--- config.mk ---
export PLATFORM = sky130hd
export DESIGN_NAME = sar_search_4bit
export DESIGN_NICKNAME = d
export VERILOG_FILES = /design/src/rtl/sar_search_4bit_pkg.sv /design/src/rtl/sar_search_4bit.sv
export SDC_FILE = /design/constraint.sdc
export NUM_CORES = 1
export LEC_CHECK = 0
export BUFFER_PORTS_ARGS = -buffer_cell sky130_fd_sc_hd__buf_2
export CORE_ASPECT_RATIO = 1.1
export CORE_MARGIN = 2
export CORE_UTILIZATION = 40
export CTS_BUF_LIST = sky130_fd_sc_hd__clkbuf_8 sky130_fd_sc_hd__clkbuf_16
export DETAILED_ROUTE_END_ITERATION = 8
export RECOVER_POWER = 100
export REMOVE_ABC_BUFFERS = 1
export SLEW_MARGIN = 30
export SYNTH_ARGS = -nofsm -noshare
export SYNTH_HDL_FRONTEND = slang
export SYNTH_SLANG_ARGS = --single-unit
--- constraint.sdc ---
create_clock -name clk -period 4.73 [get_ports clk]
set_clock_uncertainty 0.2 [all_clocks]
set_input_delay 0.7095 -clock clk [delete_from_list [all_inputs] [get_ports clk]]
set_output_delay 0.7095 -clock clk [all_outputs]
set_load 0.02 [all_outputs]
--- src/rtl/sar_search_4bit_pkg.sv ---
// Shared types and constants for the 4-bit successive-approximation search.
package sar_search_4bit_pkg;

  localparam int W          = 4;
  localparam int MAX_PROBES = 5;

  typedef enum logic [1:0] {
    IDLE   = 2'd0,
    SEARCH = 2'd1,
    DONE   = 2'd2
  } state_e;

endpackage

--- src/rtl/sar_search_4bit.sv ---
// Binary search over 0..15 driven by an external magnitude comparator.
// All outputs are registered; guess/busy/done are precomputed from next state
// so they are valid for the whole cycle the comparator is sampled in.
module sar_search_4bit
  import sar_search_4bit_pkg::*;
(
  input  logic         clk,
  input  logic         rst,
  input  logic         start,
  input  logic         cmp_gt,
  input  logic         cmp_lt,
  input  logic         cmp_eq,
  output logic [W-1:0] guess,
  output logic         busy,
  output logic         done,
  output logic         found,
  output logic         err,
  output logic [W-1:0] result,
  output logic [2:0]   probes
);

  state_e       state_q, state_d;
  logic [W-1:0] lo_q, lo_d;
  logic [W-1:0] hi_q, hi_d;
  logic [W-1:0] guess_q, guess_d;
  logic         busy_q, busy_d;
  logic         done_q, done_d;
  logic         found_q, found_d;
  logic         err_q, err_d;
  logic [W-1:0] result_q, result_d;
  logic [2:0]   probes_q, probes_d;
  logic [W:0]   sum_s;
  logic [W-1:0] guess_dec_s;
  logic [W-1:0] guess_inc_s;

  // Next-state, bound update and registered-output precomputation.
  always_comb begin
    state_d     = state_q;
    lo_d        = lo_q;
    hi_d        = hi_q;
    probes_d    = probes_q;
    found_d     = found_q;
    err_d       = err_q;
    result_d    = result_q;
    guess_dec_s = guess_q - 4'd1;
    guess_inc_s = guess_q + 4'd1;

    case (state_q)
      IDLE: begin
        if (start) begin
          lo_d     = 4'd0;
          hi_d     = 4'd15;
          probes_d = 3'd0;
          found_d  = 1'b0;
          err_d    = 1'b0;
          result_d = 4'd0;
          state_d  = SEARCH;
        end else begin
          state_d = IDLE;
        end
      end
      SEARCH: begin
        probes_d = probes_q + 3'd1;
        case ({cmp_gt, cmp_lt, cmp_eq})
          3'b001: begin
            result_d = guess_q;
            found_d  = 1'b1;
            state_d  = DONE;
          end
          3'b100: begin
            // Guess too high: shrink the upper bound; guard the wrap at 0.
            hi_d = guess_dec_s;
            if ((guess_q == 4'd0) || (guess_dec_s < lo_q)) begin
              state_d = DONE;
            end else begin
              state_d = SEARCH;
            end
          end
          3'b010: begin
            // Guess too low: raise the lower bound; guard the wrap at 15.
            lo_d = guess_inc_s;
            if ((guess_q == 4'd15) || (guess_inc_s > hi_q)) begin
              state_d = DONE;
            end else begin
              state_d = SEARCH;
            end
          end
          default: begin
            // None or several comparator bits set: inconsistent comparator.
            err_d   = 1'b1;
            found_d = 1'b0;
            state_d = DONE;
          end
        endcase
      end
      DONE: begin
        state_d = IDLE;
      end
      default: begin
        state_d = IDLE;
      end
    endcase

    // 5-bit sum so lo+hi never overflows before halving.
    sum_s   = {1'b0, lo_d} + {1'b0, hi_d};
    guess_d = (state_d == SEARCH) ? sum_s[W:1] : 4'd0;
    busy_d  = (state_d == SEARCH);
    done_d  = (state_d == DONE);
  end

  // State and output registers with synchronous reset.
  always_ff @(posedge clk) begin
    if (rst) begin
      state_q  <= IDLE;
      lo_q     <= 4'd0;
      hi_q     <= 4'd15;
      guess_q  <= 4'd0;
      busy_q   <= 1'b0;
      done_q   <= 1'b0;
      found_q  <= 1'b0;
      err_q    <= 1'b0;
      result_q <= 4'd0;
      probes_q <= 3'd0;
    end else begin
      state_q  <= state_d;
      lo_q     <= lo_d;
      hi_q     <= hi_d;
      guess_q  <= guess_d;
      busy_q   <= busy_d;
      done_q   <= done_d;
      found_q  <= found_d;
      err_q    <= err_d;
      result_q <= result_d;
      probes_q <= probes_d;
    end
  end

  assign guess  = guess_q;
  assign busy   = busy_q;
  assign done   = done_q;
  assign found  = found_q;
  assign err    = err_q;
  assign result = result_q;
  assign probes = probes_q;

endmodule

# Yosys cells after proc, flatten, opt, wreduce, memory -nomap -nowiden
# Index checks and enable logic that the tools add are counted.
[word_totals] register_bits=25 word_cells=61
[classes] eq_ne=11 n_addsub=4 reduce_logical=12 muxes=21 magnitude_cmp=2 bitwise=1
[ops] op="$mux 4" n=6
[ops] op="$pmux 4 s2" n=3
[ops] op="$reduce_and 3->1" n=3
[ops] op="$pmux 2 s2" n=2
[ops] op="$ne 2x2->1 const B" n=3
[ops] op="$pmux 1 s2" n=3
[ops] op="$pmux 3 s2" n=1
[ops] op="$add 4x4->5" n=1
[ops] op="$add 4x1->4 const B" n=1
[ops] op="$eq 2x1->1 const B" n=2
[ops] op="$eq 4x4->1 const B" n=1
[ops] op="$gt 4x4->1" n=1
[ops] op="$logic_not 4->1" n=1
[ops] op="$lt 4x4->1" n=1
[ops] op="$mux 2" n=2
[ops] op="$reduce_or 2->1" n=2
[ops] op="$sub 4x1->4 const B" n=1
[ops] op="$add 3x1->3 const B" n=1
[ops] op="$eq 3x1->1 const B" n=1
[ops] op="$eq 3x2->1 const B" n=1
[ops] op="$eq 3x3->1 const B" n=1
[ops] op="$mux 1" n=3
[ops] op="$mux 3" n=1
[ops] op="$reduce_or 3->1" n=1
[ops] op="other kinds (7)" n=8

# Longest topological paths before layout
[logic_depth] depth_word=9 depth_mapped=10 mapped_depth_nobuf=9

# Least setup slack after synthesis
# Ideal clock, no wire load.
[synth_timing] path_type="input to register" start="in cmp_lt" end="reg guess_q[2], in the netlist guess[2]" setup_slack_ns=2.116 cell_stages=8 arrival_time_ns=2.279 t_required_ns=4.395 setup_ns=0.135 cell_sequence="nor3b_2 -> nand2_1 -> inv_1 -> o31ai_1 -> ha_1 -> and3_1 -> a311oi_1 -> a2111oi_2"
[synth_rtl] item="from (decl)" line_no="sar_search_4bit.sv:11" text="input logic cmp_lt,"
[synth_rtl] item="$eq 3x2->1" line_no="sar_search_4bit.sv:64" text="case ({cmp_gt, cmp_lt, cmp_eq})"
[synth_rtl] item="$mux 4" line_no="sar_search_4bit.sv:64"
[synth_rtl] item="$pmux 4 s2" line_no="sar_search_4bit.sv:48" text="case (state_q)"
[synth_rtl] item="via lo_d[1]" line_no="sar_search_4bit.sv:23" text="logic [W-1:0] lo_q, lo_d;"
[synth_rtl] item="$add 4x4->5" line_no="sar_search_4bit.sv:105" text="sum_s = {1'b0, lo_d} + {1'b0, hi_d};"
[synth_rtl] item="to (signal assigned)" line_no="sar_search_4bit.sv:128" text="guess_q <= guess_d;"
[synth_rtl] item="to (decl)" line_no="sar_search_4bit.sv:25" text="logic [W-1:0] guess_q, guess_d;"
# The timed path passes the listed nets, and every way through them passes these cells.
# A chain may end at the register's enable or synchronous reset.

# Final worst setup path
[layout_timing] start="reg guess_q[0], in the netlist guess[0]" end="reg guess_q[2], in the netlist guess[2]"
[layout_between] elab_chain_cells=9
[layout_rtl] item="$add 4x1->4 or $sub 4x1->4 (tied branches)" line_no="sar_search_4bit.sv:46, sar_search_4bit.sv:45"
[layout_rtl] item="$gt 4x4->1 or $lt 4x4->1 (tied branches)" line_no="sar_search_4bit.sv:82, sar_search_4bit.sv:73"
[layout_rtl] item="$logic_or 1x1->1 (on tied branches)" line_no="sar_search_4bit.sv:82, sar_search_4bit.sv:73"
[layout_rtl] item="$mux 2 (on tied branches)" line_no="sar_search_4bit.sv:82, sar_search_4bit.sv:73"
[layout_rtl] item="$pmux 2 s2" line_no="sar_search_4bit.sv:64"
[layout_rtl] item="$pmux 2 s2" line_no="sar_search_4bit.sv:48"
[layout_rtl] item="$eq 2x1->1" line_no="sar_search_4bit.sv:106" text="guess_d = (state_d == SEARCH) ? sum_s[W:1] : 4'd0;"
[layout_rtl] item="$not 1->1 (no line)"
[layout_rtl] item="$reduce_or 2->1 (no line)"
# Several ways; a longest one is shown, not always the timed one.

==> impl_metrics.toml <==
[clock_network]
cts_tree = "built"
clockRootBuffer = "clkbuf_8"
cts-buffers-inserted = 3
clkTransAtPathRegs_ps = 90
cts_htree_levels = 1
clk_latency_ps = 270
cts_resized = 0
holdBufCountCts = 0
clkSinkCount = 25
post_cts_buffers = 0
clockBufferDepth = 2

[sta]
tightest_slew_ps = 515
slew_viol_final = 0
period_minus_slack_ps = 2990
max_freq_mhz = 334
finalSetupViolCount = 0
finalHoldViolCount = 0
period_share_pct = 63.3
finalWorstSetupSlack_ps = 1740
relSlewSlack_pct = 64.8
fin_setup_tns_ps = 0
rsz0062_at_grt = "false"

[power]
swShare_pct = 31.2
p_clk_share_pct = 27.6
p_int_uw = 316
vdd_drop_max_uv = 143
combinationalPowerShare_pct = 21.6
pwr-share-seq_pct = 50.9
power_leakage_uw = 0.000687
pwr_density_cell_nw_per_um2 = 295
p_total_uw = 459
switching_power_uw = 143

[global_route]
grt_pass1_wl_mm = 5.64
grt_overflow = 0
grt_pass1_vias = 1232
antenna_found_initial = 0
grt_usage_pct = 18.8
grt_max_degree = 21

[die]
die_height_um = 66.0
rows = 22
start_util_pct = 42.0
die_width_um = 60.4
io_pins = 21
die_area_sq_um = 3980
core_area_sq_um = 3330

[yosys]
seq_area_frac_synth_pct = 35.8
syn_area_per_cell_sq_um = 8.68
async_flop_share_pct = 0
synth_enable_flop_cells = 0
ys_ff_latch = 25
synth_cells = 161
syn_area_sq_um = 1400
synth-main-ff-cell = "dfxtp_1"
synth_warnings = 0
synth.distinct_cells = 43

[layout]
antenna_cells = 0
fillerInstances = 350
stdcell_area_sq_um = 1550
final_cell_mix = "dfxtp_1 (25), nand3_1 (16), clkbuf_1 (16)"
final_nets = 201
finish.utilization_pct = 46.7
drive_gt1_share_pct = 6.67
syn_to_final_growth_pct = 11.2
final_common_cell = "dfxtp_1"

[run]
maxCapViolCount = 0

[routing]
wl_mm = 3.32
drc = 0
drt_pass1_iterations = 4
wl_per_cell_um = 14.6
drtAntennaViolNets = 0
vias = 1206
drt_iter0_drc = 28
vias_per_cell = 5.29

[run_status]
status = "complete, no violations"

[placement]
place_congestion = 0.929
io_buffers = 20
dp_slack_ps = 1670
dp_hpwl_mm = 2.63
dpl-instance-area_sq_um = 1530

[worst_hold_path]
hold_path_class = "flop to flop"

[worst_setup_path]
arrival_ps = 2940
cp-start-kind = "flop"
path_class = "flop to flop"
crit_required_ps = 4680
worstPathMaxFanout = 10
endpoint_kind = "flop"
==> cells by family after synthesis <==
group	after synthesis	share of synthesized area (%)
xor+xnor	7	4.39
simple gates	64	24.9
compound gates	30	15.0
flops	25	35.8
mux	2	1.43
buf+inv	19	5.46
fa+ha+maj	14	13.1
==> worst paths after layout <==
path,from,to,slack (ps),depth (start not counted)
max,guess[0]$_SDFF_PP0_,guess[2]$_SDFF_PP0_,1740,8
min,result[1]$_SDFFE_PP0P_,result[1]$_SDFFE_PP0P_,270,2
max reg2reg,guess[0]$_SDFF_PP0_,guess[2]$_SDFF_PP0_,1740,8
min reg2reg,result[1]$_SDFFE_PP0P_,result[1]$_SDFFE_PP0P_,270,2
==> area by class of cell <==
| class | instances | area, sq um | area share [%] |
|---|---|---|---|
| flip-flops and latches | 25 | 500 | 32.2 |
| clock buffers | 3 | 41.3 | 2.66 |
| repair buffers | 20 | 80.1 | 5.15 |
| well taps | 48 | 60.1 | 3.86 |
| multi-input cells | 117 | 815 | 52.4 |
| clock inverters | 1 | 5.00 | 0.322 |
| inverters | 14 | 52.6 | 3.38 |
==> critical path, stage by stage, from the launching register on <==
cell and delay, ps:
dfxtp_1 600, inv_1 130, ha_1 380, inv_1 60
ha_1 260, a2111oi_0 490, a2bb2oi_1 360, a211o_1 280
a2111oi_0 90
==> cells in the mapped netlist, drive strengths merged (3+ instances only) <==
| library cell | instances | area (sq um) |
|---|---|---|
| nand3 | 16 | 80.1 |
| a21o | 3 | 22.5 |
| nor2 | 12 | 45.0 |
| nor2b | 5 | 31.3 |
| a21oi | 10 | 50.1 |
| xnor2 | 4 | 35.0 |
| dfxtp | 25 | 500 |
| o21ai | 3 | 15.0 |
| ha | 13 | 163 |
| inv | 14 | 52.6 |
| nand2b | 3 | 18.8 |
| nand2 | 12 | 45.0 |
| buf | 3 | 16.3 |
| xor2 | 3 | 26.3 |
| nor3b | 5 | 52.6 |
| nor3 | 3 | 15.0 |
==> registers in the layout (all words and copies together) (netlist names) <==
register / cells
result: 4
guess: 4
lo_q: 4
found: 1
hi_q: 4
state_q: 2
busy: 1
done: 1
probes: 3
err: 1
==> per-layer routing <==
metal	up-vias	GRT usage, %	part of all wire [%]
met3	6	2.74	4.3
li1	597	-	-
met4	0	6.39	1.6
met1	575	24.7	44
met5	-	0	0
met2	28	31.1	50
==> power groups by stage <==
stage               clock network, uW  logic [uW]  registers (uW)
finish                            127        98.9             233
global route                      138         113             235
CTS                               130         103             233
detailed placement                  0         102             238
global placement                    0         101             238
floorplan                           0        62.2             243
==> through the flow <==
stage | hold slack, ps | cells
after floorplan | 258 | 156
after global placement | 252 | 224
after detailed placement | 255 | 224
after CTS | 265 | 228
after global routing | 289 | 228
final | 265 | 228
(Power assumes the default switching activity.)
